## config.mk

```make
export PLATFORM = sky130hd
export DESIGN_NAME = trainer_stimulus_gen
export DESIGN_NICKNAME = d
export VERILOG_FILES = /design/src/rtl/trainer_stimulus_gen.sv
export SDC_FILE = /design/constraint.sdc
export NUM_CORES = 1
export LEC_CHECK = 0
export CAP_MARGIN = 15
export CORE_MARGIN = 3
export CORE_UTILIZATION = 51
export CTS_CLUSTER_DIAMETER = 40
export DETAILED_ROUTE_END_ITERATION = 7
export PLACE_DENSITY_LB_ADDON = 0.05
export SYNTH_ARGS = -nofsm -noshare
export SYNTH_HDL_FRONTEND = slang
export SYNTH_SLANG_ARGS = --single-unit
```

## constraint.sdc

```tcl
create_clock -name clk -period 2 [get_ports clk]
set_clock_uncertainty 0.1 [all_clocks]
set_input_delay 0.2 -clock clk [delete_from_list [all_inputs] [get_ports clk]]
set_output_delay 0.2 -clock clk [all_outputs]
set_load 0.02 [all_outputs]
```

## src/rtl/trainer_stimulus_gen.sv

```systemverilog
`default_nettype none
// ============================================================================
// Module   : trainer_stimulus_gen
// Brief    : Steps operands a/b through the 2-input truth table, either on a
//            debounced button press or automatically at a fixed period.
// Revision : 1.0
// ============================================================================
module trainer_stimulus_gen #(
   parameter int DEBOUNCE_CYCLES = 16,
   parameter int AUTO_PERIOD     = 8
) (
   input  logic       clk,
   input  logic       rst,
   input  logic       step_btn,
   input  logic       auto_en,
   input  logic       hold,
   output logic       a,
   output logic       b,
   output logic [1:0] vec_idx,
   output logic       vec_strobe,
   output logic       sweep_done
);

   localparam int c_dcnt_w = $clog2(DEBOUNCE_CYCLES + 1);
   localparam int c_pcnt_w = $clog2(AUTO_PERIOD);
   localparam logic [c_dcnt_w-1:0] c_dcnt_last = c_dcnt_w'(DEBOUNCE_CYCLES - 1);
   localparam logic [c_pcnt_w-1:0] c_pcnt_last = c_pcnt_w'(AUTO_PERIOD - 1);

   typedef enum logic [1:0] {
      ST_MANUAL = 2'd0,
      ST_AUTO   = 2'd1,
      ST_PAUSE  = 2'd2
   } state_t;

   state_t              r_state;
   state_t              w_next_state;
   logic                r_s1;
   logic                r_s2;
   logic                r_db;
   logic                r_db_d;
   logic [c_dcnt_w-1:0] r_dcnt;
   logic [c_pcnt_w-1:0] r_pcnt;
   logic [c_pcnt_w-1:0] w_pcnt_next;
   logic                w_step;
   logic                w_advance;
   logic [1:0]          w_idx_next;

   // Synchronizer and debouncer: any return of s2 to the accepted level restarts the count
   always_ff @(posedge clk or posedge rst) begin
      if (rst) begin
         r_s1   <= 1'b0;
         r_s2   <= 1'b0;
         r_db   <= 1'b0;
         r_db_d <= 1'b0;
         r_dcnt <= '0;
      end else begin
         r_s1   <= step_btn;
         r_s2   <= r_s1;
         r_db_d <= r_db;
         if (r_s2 == r_db) begin
            r_dcnt <= '0;
         end else if (r_dcnt == c_dcnt_last) begin
            r_db   <= r_s2;
            r_dcnt <= '0;
         end else begin
            r_dcnt <= r_dcnt + 1'b1;
         end
      end
   end

   assign w_step     = r_db & ~r_db_d;
   assign w_idx_next = vec_idx + 2'd1;

   always_ff @(posedge clk or posedge rst) begin
      if (rst) begin
         r_state <= ST_MANUAL;
         r_pcnt  <= '0;
      end else begin
         r_state <= w_next_state;
         r_pcnt  <= w_pcnt_next;
      end
   end

   // A cycle with hold sampled high freezes pcnt, so each such cycle delays the advance by one
   always_comb begin
      w_next_state = r_state;
      w_pcnt_next  = r_pcnt;
      w_advance    = 1'b0;
      case (r_state)
         ST_MANUAL: begin
            if (auto_en) begin
               w_next_state = hold ? ST_PAUSE : ST_AUTO;
               w_pcnt_next  = '0;
            end else if (w_step) begin
               w_advance = 1'b1;
            end
         end
         ST_AUTO, ST_PAUSE: begin
            if (!auto_en) begin
               w_next_state = ST_MANUAL;
            end else if (hold) begin
               w_next_state = ST_PAUSE;
            end else begin
               w_next_state = ST_AUTO;
               if (r_pcnt == c_pcnt_last) begin
                  w_advance   = 1'b1;
                  w_pcnt_next = '0;
               end else begin
                  w_pcnt_next = r_pcnt + 1'b1;
               end
            end
         end
         default: begin
            w_next_state = ST_MANUAL;
            w_pcnt_next  = '0;
         end
      endcase
   end

   always_ff @(posedge clk or posedge rst) begin
      if (rst) begin
         vec_idx    <= 2'd0;
         a          <= 1'b0;
         b          <= 1'b0;
         vec_strobe <= 1'b0;
         sweep_done <= 1'b0;
      end else begin
         vec_strobe <= w_advance;
         sweep_done <= w_advance && (vec_idx == 2'd3);
         if (w_advance) begin
            vec_idx <= w_idx_next;
            a       <= w_idx_next[1];
            b       <= w_idx_next[0];
         end
      end
   end

endmodule
`default_nettype wire

```

==> Word-level counts from Yosys, hierarchy flattened <==
Index checks and enable logic that the tools add are counted.
{ "classes": {"n_bitwise": 3, "n_mux": 17, "reduce_logical": 5, "n_eq_ne": 9, "addsub": 3} }
{ "ops": {"columns": ["cell", "count"], "rows": [
  ["$mux 3", 4],
  ["$mux 5", 2],
  ["$mux 2", 3],
  ["$ne 2x2->1 const B", 3],
  ["$pmux 3 s2", 1],
  ["$add 5x1->5 const B", 1],
  ["$eq 5x4->1 const B", 1],
  ["$mux 1", 5],
  ["$eq 2x2->1 const B", 2],
  ["$pmux 2 s2", 1],
  ["$add 3x1->3 const B", 1],
  ["$eq 3x3->1 const B", 1],
  ["$reduce_and 3->1", 1],
  ["$add 2x1->2 const B", 1],
  ["$eq 2x1->1 const B", 1],
  ["$logic_not 2->1", 1],
  ["$not 1->1", 2],
  ["$pmux 1 s2", 1],
  ["$reduce_and 2->1", 1],
  ["$reduce_or 2->1", 1],
  ["$and 1x1->1", 1],
  ["$eq 1x1->1", 1],
  ["$logic_and 1x1->1", 1]
]} }
{ "totals": {"output_inout_bits": 6, "in_bits": 5, "regBits": 20} }

==> Depth between registers and ports, before layout <==
Gate-level depths: netlist of run 1.
{ "logic_depth": {"ltp_word": 6, "ltp_mapped": 5} }

==> Least setup slack after synthesis of run 1 <==
Ideal clock, no wire load.
{ "synth_path": {"path_type": "flip-flop to flip-flop", "start": "register r_state[0]", "end": "register a", "path_stages_with_launch": 6, "slack_ns": 0.429, "setup_ns": 0.128, "path_buffers": 0, "arrival_time_ns": 1.343, "cell_sequence": "dfrtp_1 > inv_1 > ha_1 > nand4b_1 > a21oi_2 > mux2_1"} }
{ "synth_via": {"elab_chain_cells": 3, "elab_cells_between_ends": 5, "classes_between": "2 x eq/ne; 1 x mux; 2 x reduce/logical"} }
{ "synth_lines": {"columns": ["element", "line_no", "source"], "rows": [
  ["from (decl)", "35", "state_t r_state;"],
  ["from (signal assigned)", "79", "r_state <= w_next_state;"],
  ["$eq 2x1->1 / $eq 2x2->1 (equally long branches)", "89", "case (r_state)"],
  ["$reduce_or 2->1", "89", null],
  ["$pmux 1 s2 (*)", "89", null],
  ["net w_advance", "45", "logic w_advance;"],
  ["to (signal assigned)", "132", "a <= w_idx_next[1];"],
  ["to (decl)", "17", "output logic a,"]
]} }
Mark *: on every way through the listed nets, which the timed path passes. The rest lies on a longest branch.
A chain may end at the register's enable or synchronous reset.

==> Worst setup path after layout of run 1 <==
Ends and elaborated chain as after synthesis.

==> results.yml, run 1 <==
power:
  p_int_mw: 0.569
  p_per_area_mw_per_mm2: 841
  swShare: 0.263
  power_leakage_nw: 0.479
  power_frac_seq: 0.539
  pwr-share-clk: 0.280
  vdd_drop_max_v: 0.000537
  power_switching_mw: 0.203
  combPwrFrac: 0.181
worst_setup_path:
  arrival_ns: 1.79
  cp_max_fo: 4
  crit_type: "flop to flop"
  cp.required_ns: 2.08
  ff2ff_path_depth: 5
  worstReg2RegStart: "r_state[0]"
  timing.rr.end: "a"
  cp-end-kind: "flop"
  worstSetupStartpointType: "flop"
  rrSetupSlack_ns: 0.28
floorplan:
  io_pins: 11
  start_util: 0.569
  core-area_mm2: 0.00137
  row_count: 13
  fp.dieW_um: 45.0
  die_h_um: 45.0
  die_area_mm2: 0.00203
clock_tree:
  clk_transition_reported_paths_ns: 0.10
  ctsHtreeMaxLevel: 1
  cts_setup_buffers: 0
  clk_latency_ns: 0.29
  cts_tree: "yes"
  ctsHoldBuffers: 0
  cts_buffers: 3
  cts_root_buf: "clkbuf_4"
  cts.sinks: 18
  clockBufferDepth: 2
  cts-resized-gates: 0
grt:
  grt_pass1_vias: 460
  grt_overflow: 0
  antenna_found_initial: 0
  grt_max_degree: 19
  grt_use_met3: 0.0598
  grt_pass1_wl_mm: 1.85
  busiest_layer: "met2"
  use_met1: 0.148
  gr-usage-met2: 0.209
  track_usage: 0.137
detailed_routing:
  wire_per_inst_um: 12.1
  wl_mm: 1.09
  drt-initial-drc-count: 3
  vias: 469
  ant_nets: 0
  firstDrtPassIters: 4
  via_per_inst: 5.21
  drc_errors: 0
synth:
  ys_types: 21
  synth_nets: 74
  avgSynthCellArea_um2: 12.3
  synth-main-ff-cell: "dfrtp_1"
  syn-cell-area_um2: 777
  synth_edf_count: 0
  synth_seq_cells: 18
  synth_async_sr_flop_share: 1.00
  yosysSeqAreaShare: 0.580
  netlist_instances: 63
  ys_warn_count: 0
layout:
  diodes: 0
  drive_above_1_share: 0.0667
  fin_nets: 87
  area_growth_pct: 18.0
  postLayoutCoreUtil: 0.671
timing:
  period_share: 0.858
  fmax_ghz: 0.583
  worst_slew_pin_slew_ns: 0.642
  tns_ns: 0
  setup_viol_count_final: 0
  hold_viol: 0
  max_slew_margin: 0.572
  min_period_ns: 1.72
  drv_slew: 0
  rsz0062_at_grt: "false"
placed_design:
  gp_congestion: 0.842
  io_buffers: 10
  hpwl_um: 813
hold_path:
  worst_hold_path_type: "input port to async pin"
flow_run:
  drv_cap: 0
run_status:
  status: "complete, no violations"
## registers in the layout (all words and copies together) (netlist names)
register    flops
r_dcnt          5
vec_strobe      1
vec_idx         1
sweep_done      1
r_pcnt          3
a               1
r_db            1
r_s2            1
r_db_d          1
r_s1            1
r_state         2
## kinds of logic (layout without fill, tap and decap cells)
logic type	count (synthesis)	in the layout	synth area share
buffers and inverters	7	19	0.0435
adder cells (fa/ha/maj)	6	6	0.0966
AO/OA/AOI/OAI	8	8	0.0837
multiplexers	2	2	0.0290
XOR/XNOR	4	4	0.0451
flip-flops	18	18	0.580
AND/OR/NAND/NOR	18	18	0.122
## final cells by class
cell class	instances	area [um2]
multi-input combinational	38	293
timing repair buffer	10	100
clock buffer	4	36.3
inverter	5	18.8
tap	15	18.8
sequential	18	450
fill	109	449
## layer usage
metal | wire length [um] | part of all wire
met4 | 32 | 0.029
met2 | 485 | 0.45
met1 | 507 | 0.47
met3 | 64 | 0.059
met5 | 0 | 0
## stage by stage
step                hold slack (ns)  area [um2]  worst slack [ns]  instances  power, mW
floorplan                    0.0386         777             0.429         63      0.528
global placement              0.235         881             0.312         86      0.562
detailed placement            0.240         881             0.286         86      0.565
CTS                           0.199         917             0.266         90      0.785
global route                  0.215         917             0.165         90      0.830
finish                        0.182         917             0.285         90      0.771
## power by group through the flow
stage | Sequential [mW] | Clock, mW | Combinational, mW
2_1_floorplan | 0.418 | 0 | 0.110
3_3_place_gp | 0.423 | 0 | 0.139
3_5_place_dp | 0.424 | 0 | 0.141
4_1_cts | 0.417 | 0.227 | 0.141
5_1_grt | 0.421 | 0.245 | 0.164
6_report | 0.416 | 0.216 | 0.140
## cell usage after synthesis (2+ instances only)
cell type	number	area [um2]
xor2_1	4	35.0
inv_1	5	18.8
mux2_1	2	22.5
nand3_1	2	10.0
a22o_1	3	26.3
buf_4	2	15.0
dfrtp_1	18	450
ha_1	6	75.1
and2_1	2	12.5
nor2_1	8	30.0
## layout by cell type (no fill, tap or decap)
master           synthesis  routed
inv_1                    5       5
mux2_1                   2       2
xor2_1                   4       4
and2_1                   2       2
a22o_1                   3       3
dfrtp_1                 18      18
nand2b_1                 1       1
nand2_1                  1       1
o31ai_1                  1       1
clkbuf_8                 0       1
nand4bb_1                1       1
nor2b_1                  1       1
nand3_1                  2       2
clkdlybuf4s50_1          0      10
o21ai_1                  1       1
nand4b_1                 1       1
and3_1                   1       1
clkbuf_4                 0       3
ha_1                     6       6
nor2_1                   8       8
a32o_1                   1       1
a21o_1                   1       1
a21oi_2                  1       1
## worst max path at each step
stage                    start  end  slack [ns]  cells after the start
detailed placement  r_state[0]    a        0.29                      5
CTS                 r_state[0]    a        0.27                      5
floorplan           r_state[0]    a        0.43                      5
global route        r_state[0]    a        0.16                      5
finish              r_state[0]    a        0.28                      5
global placement    r_state[0]    a        0.31                      5
## worst max-delay path, cell delays in order, from the launching register on
cell	delay, ns
dfrtp_1	0.39
inv_1	0.05
ha_1	0.33
nand4b_1	0.14
a21oi_2	0.25
mux2_1	0.34
(Power assumes the default switching activity.)
==> run 2, diff against run 1 <==
--- a/config.mk
+++ b/config.mk
@@ -7,7 +7,7 @@
 export LEC_CHECK = 0
 export CAP_MARGIN = 15
 export CORE_MARGIN = 3
-export CORE_UTILIZATION = 51
+export CORE_UTILIZATION = 55
 export CTS_CLUSTER_DIAMETER = 40
 export DETAILED_ROUTE_END_ITERATION = 7
 export PLACE_DENSITY_LB_ADDON = 0.05
==> constraint.sdc (replaced) <==
create_clock -name clk -period 2.03 [get_ports clk]
set_clock_uncertainty 0.1 [all_clocks]
set_input_delay 0.203 -clock clk [delete_from_list [all_inputs] [get_ports clk]]
set_output_delay 0.203 -clock clk [all_outputs]
set_load 0.02 [all_outputs]
==> run 2 against run 1 <==
Compared with the run above: combinational power hardly changed; die area is 6.3% lower; critical endpoint unchanged; critical path depth stayed put; non-clock buffer count stayed put; register-to-register slack better by 0.03 ns.
==> results.yml, run 2 (synthesis gave the netlist of run 1 again) <==
grt:
  grt_pass1_wl_mm: 2.25
  grt_max_degree: 19
  antenna_found_initial: 0
  grt_pass1_vias: 494
  track_usage: 0.165
  grt_overflow: 0
layout:
  largest_register_ffs: 5
  multi_input_comb_area_um2: 293
  diodes: 0
  fill_cells: 86
  final_cell_mix: "dfrtp_1 (18), clkdlybuf4s50_1 (10), nor2_1 (8)"
  top_regs: "r_dcnt: 5 flops, r_pcnt: 3 flops, r_state: 2 flops"
  regArea_um2: 450
  final_common_cell: "dfrtp_1"
  drive_above_1_share: 0.0667
  max_flop_register: "r_dcnt"
  fin_nets: 87
  area_growth_pct: 17.9
power:
  vdd_drop_max_v: 0.000622
  power_leakage_nw: 0.479
  combPwrFrac: 0.184
  p_int_mw: 0.560
  power_switching_mw: 0.207
  power_frac_seq: 0.533
  pwr-share-clk: 0.282
  swShare: 0.270
  finalPower_mw: 0.768
  p_per_area_mw_per_mm2: 838
placed_design:
  gp_congestion: 0.852
  io_buffers: 10
  hpwl_um: 963
detailed_routing:
  firstDrtPassIters: 4
  via_per_inst: 5.46
  vias: 486
  drc_errors: 0
  wire_per_inst_um: 14.3
  wl_mm: 1.28
  ant_nets: 0
  drt-initial-drc-count: 5
timing:
  tns_ns: 0
  hold_viol: 0
  min_period_ns: 1.71
  whs_ns: 0.204
  rsz0062_at_grt: "false"
  drv_slew: 0
  period_share: 0.844
  setup_viol_count_final: 0
  fmax_ghz: 0.584
  worst_slew_pin_slew_ns: 0.676
  max_slew_margin: 0.549
floorplan:
  fp.dieW_um: 43.6
  start_util: 0.639
  row_count: 12
  io_pins: 11
  die_area_mm2: 0.00190
  core-area_mm2: 0.00122
  die_h_um: 43.6
clock_tree:
  cts_setup_buffers: 0
  cts_tree: "yes"
  cts.sinks: 18
  clockBufferDepth: 2
  clk_transition_reported_paths_ns: 0.10
  ctsHtreeMaxLevel: 1
  cts-resized-gates: 0
  ctsHoldBuffers: 0
  clk_latency_ns: 0.28
  cts_root_buf: "clkbuf_4"
  cts_buffers: 3
flow_run:
  drv_cap: 0
worst_setup_path:
  cp.required_ns: 2.11
  cp-end-kind: "flop"
  worstSetupStartpointType: "flop"
  arrival_ns: 1.79
  cp_max_fo: 4
  crit_type: "flop to flop"
run_status:
  status: "complete, no violations"
hold_path:
  worst_hold_path_type: "input port to async pin"
[run 2: final timing paths]
check	start	to	slack, ns	cells after the start
setup reg to reg	r_state[0]	a	0.32	5
hold / removal	rst	r_state[1]	0.20	2
min in group clk	step_btn	r_s1	0.26	1
max in group asynchronous	rst	r_dcnt[2]	1.20	2
hold reg to reg	r_s1	r_s2	0.28	0
setup / recovery	r_state[0]	a	0.32	5
[run 2: cell type report]
class	instances	area share
clock buffers	4	0.0396
inverters	5	0.0205
multi-input cells	38	0.320
flip-flops and latches	18	0.492
well taps	14	0.0191
repair buffers	10	0.109
[run 2: per-layer routing]
metal  global-route usage  up-vias  share of wire
met5                    0        -              0
met3               0.0539        2          0.048
met1                0.201      237           0.44
met2                0.282       11           0.50
met4               0.0361        0         0.0071
li1                     -      236              -
[run 2: critical path, cell delays in order (launching register included)]
cell      delay, ns
dfrtp_1        0.39
inv_1          0.05
ha_1           0.33
nand4b_1       0.14
a21oi_2        0.26
mux2_1         0.34
[run 2: power groups by stage]
stage	registers, mW	logic (mW)	clock network (mW)
after global placement	0.416	0.136	0
after global routing	0.415	0.163	0.238
after CTS	0.411	0.141	0.219
after floorplan	0.412	0.109	0
final	0.409	0.141	0.217
after detailed placement	0.418	0.140	0
[run 2: stage by stage]
step | cell area [um2] | instances | setup WS, ns | util
6_report | 916 | 89 | 0.317 | 0.753
5_1_grt | 916 | 89 | 0.240 | 0.753
4_1_cts | 916 | 89 | 0.304 | 0.753
3_5_place_dp | 880 | 85 | 0.300 | 0.723
3_3_place_gp | 880 | 85 | 0.359 | 0.723
2_1_floorplan | 777 | 63 | 0.459 | -
==> patch, RTL diff (config.mk and constraints of run 1) <==
The output `vec_strobe` loses its register stage (`vec_strobe` becomes a continuous assignment).
--- a/src/rtl/trainer_stimulus_gen.sv
+++ b/src/rtl/trainer_stimulus_gen.sv
@@ -122,10 +122,8 @@
          vec_idx    <= 2'd0;
          a          <= 1'b0;
          b          <= 1'b0;
-         vec_strobe <= 1'b0;
          sweep_done <= 1'b0;
       end else begin
-         vec_strobe <= w_advance;
          sweep_done <= w_advance && (vec_idx == 2'd3);
          if (w_advance) begin
             vec_idx <= w_idx_next;
@@ -135,6 +133,8 @@
       end
    end
 
+   assign vec_strobe = w_advance;
+
 endmodule
 `default_nettype wire
 
Formal check against the unedited RTL: not equivalent (a bounded check fails within 10 cycles, from zero or initial values and one cycle with rst high).
==> patch against run 1 <==
- worst setup slack worse by 0.091 ns
- area after synthesis is 3.2% lower
- sequential share of layout area is 2.3 points lower
- largest cell class unchanged
- sequential cell count fell by 1
- power down 4.7%
- final area is 0.96% lower
- first-iteration DRC count down 100%
- routed wire length increased by 5.1%
==> patch: results <==
set metrics [dict create \
    outcome "finished, final reports clean" \
    worstSkewPairLatency_ns 0.28 \
    clockBufferDepth 2 \
    antenna_cells 0 \
    grt.met1_usage_pct 17.9 \
    top_layer "met4" \
    cts-root-buf "clkbuf_4" \
    fin_tns_setup_ns 0 \
    grt_pass1_wl_mm 2.17 \
    routabilityCongestion 0.741 \
    wl_met1_um 493 \
    largest_registers "r_dcnt (5), r_pcnt (3), r_state (2)" \
    portBuffers 10 \
    wl_mm 1.15 \
    grt_usage_pct 15.5 \
    placed_area_um2 886 \
    grt_max_degree 18 \
    first_pass_iters 1 \
    num_vias 479 \
    met3_length_um 47 \
    synthCells 62 \
    vdd_drop_max_mv 0.503 \
    placedCellCount 89 \
    met3_usage_pct 5.69 \
    synthTopCellsByArea "dfrtp_1 57%, ha_1 10%, xor2_1 4.7%, nor2_1 4.0%, a22o_1 3.5%" \
    num-fill-cells 113 \
    ys_dominant_reg_cell "dfrtp_1" \
    cp_max_fo 3 \
    place_ws_ns 0.0454 \
    dp.final_hpwl_um 906 \
    final_layout_size_suffix_gt1_share_pct 12.8 \
    cts_setup_buffers 0 \
    drtIter0Drc 0 \
    routed-wl-met2_um 590 \
    grt_pass1_vias 544 \
    antenna_found_initial 0 \
    synth.distinct_cells 21 \
    via_per_inst 5.15 \
    synth_fp_nets 73 \
    cts.clk_slew.worst_paths_ns 0.09 \
    relSlewSlack_pct 59.3 \
    synthTopCellsByCount "17 x dfrtp_1, 8 x nor2_1, 6 x ha_1" \
    cts_made_buffers 3 \
    synth-seq-area-share_pct 56.6 \
    hp-class "input port to async pin" \
    ys_warn_count 0 \
    async_reset_ff_share_pct 100 \
    layout.nets 90 \
    p_leak_nw 0.484 \
    htreeDepth 1 \
    met2_usage_pct 25.0 \
]
-- patch: worst paths after layout --
kind                                        startpoint                   to  slack [ns]  depth (start not counted)
worst max-delay path            r_state[1]$_DFFE_PP0P_           vec_strobe        0.19                          5
worst min-delay path                               rst     r_db$_DFFE_PP0P_        0.19                          2
worst max register to register  r_state[1]$_DFFE_PP0P_        a$_DFFE_PP0P_        0.31                          6
worst min register to register          r_s1$_DFF_PP0_       r_s2$_DFF_PP0_        0.26                          0
max in group asynchronous                          rst  r_dcnt[1]$_DFF_PP0_        1.22                          2
min in group clk                              step_btn       r_s1$_DFF_PP0_        0.25                          1
-- patch: report_power, final --
part | switching (W) | internal, W | total [W]
logic | 0.0000849 | 0.0000859 | 0.000171
clock network | 0.0000961 | 0.0000741 | 0.000170
registers | 0.0000212 | 0.000373 | 0.000394
total | 0.000202 | 0.000533 | 0.000735
-- patch: what timing repair did --
action	CTS	global route
endpoints found under the setup margin	1	1
gates resized for setup	1	2
hold buffers	0	0
-- patch: cell families after synthesis --
kind of cell               synth area share [%]
and+or+nand+nor                            12.6
DFF                                        56.6
AOI/OAI and AO/OA                          8.65
buffers and inverters                      4.49
adders and majority gates                  9.98
xor gates and xnor gates                   4.66
muxes                                      2.99
-- patch: area by class of cell --
class | count | area (µm²) | area share, %
Sequential cell | 17 | 425 | 46.8
Multi-Input combinational cell | 38 | 293 | 32.2
Timing Repair Buffer | 14 | 125 | 13.8
Clock buffer | 3 | 22.5 | 2.48
Inverter | 5 | 18.8 | 2.07
Tap cell | 15 | 18.8 | 2.07
Clock inverter | 1 | 5.00 | 0.551
-- patch: worst max-delay path, cell delays in order, from the launching register on --
cell	delay, ns
dfrtp_1	0.38
inv_1	0.05
ha_1	0.29
nand4b_1	0.12
a21oi_2	0.19
clkbuf_2	0.19
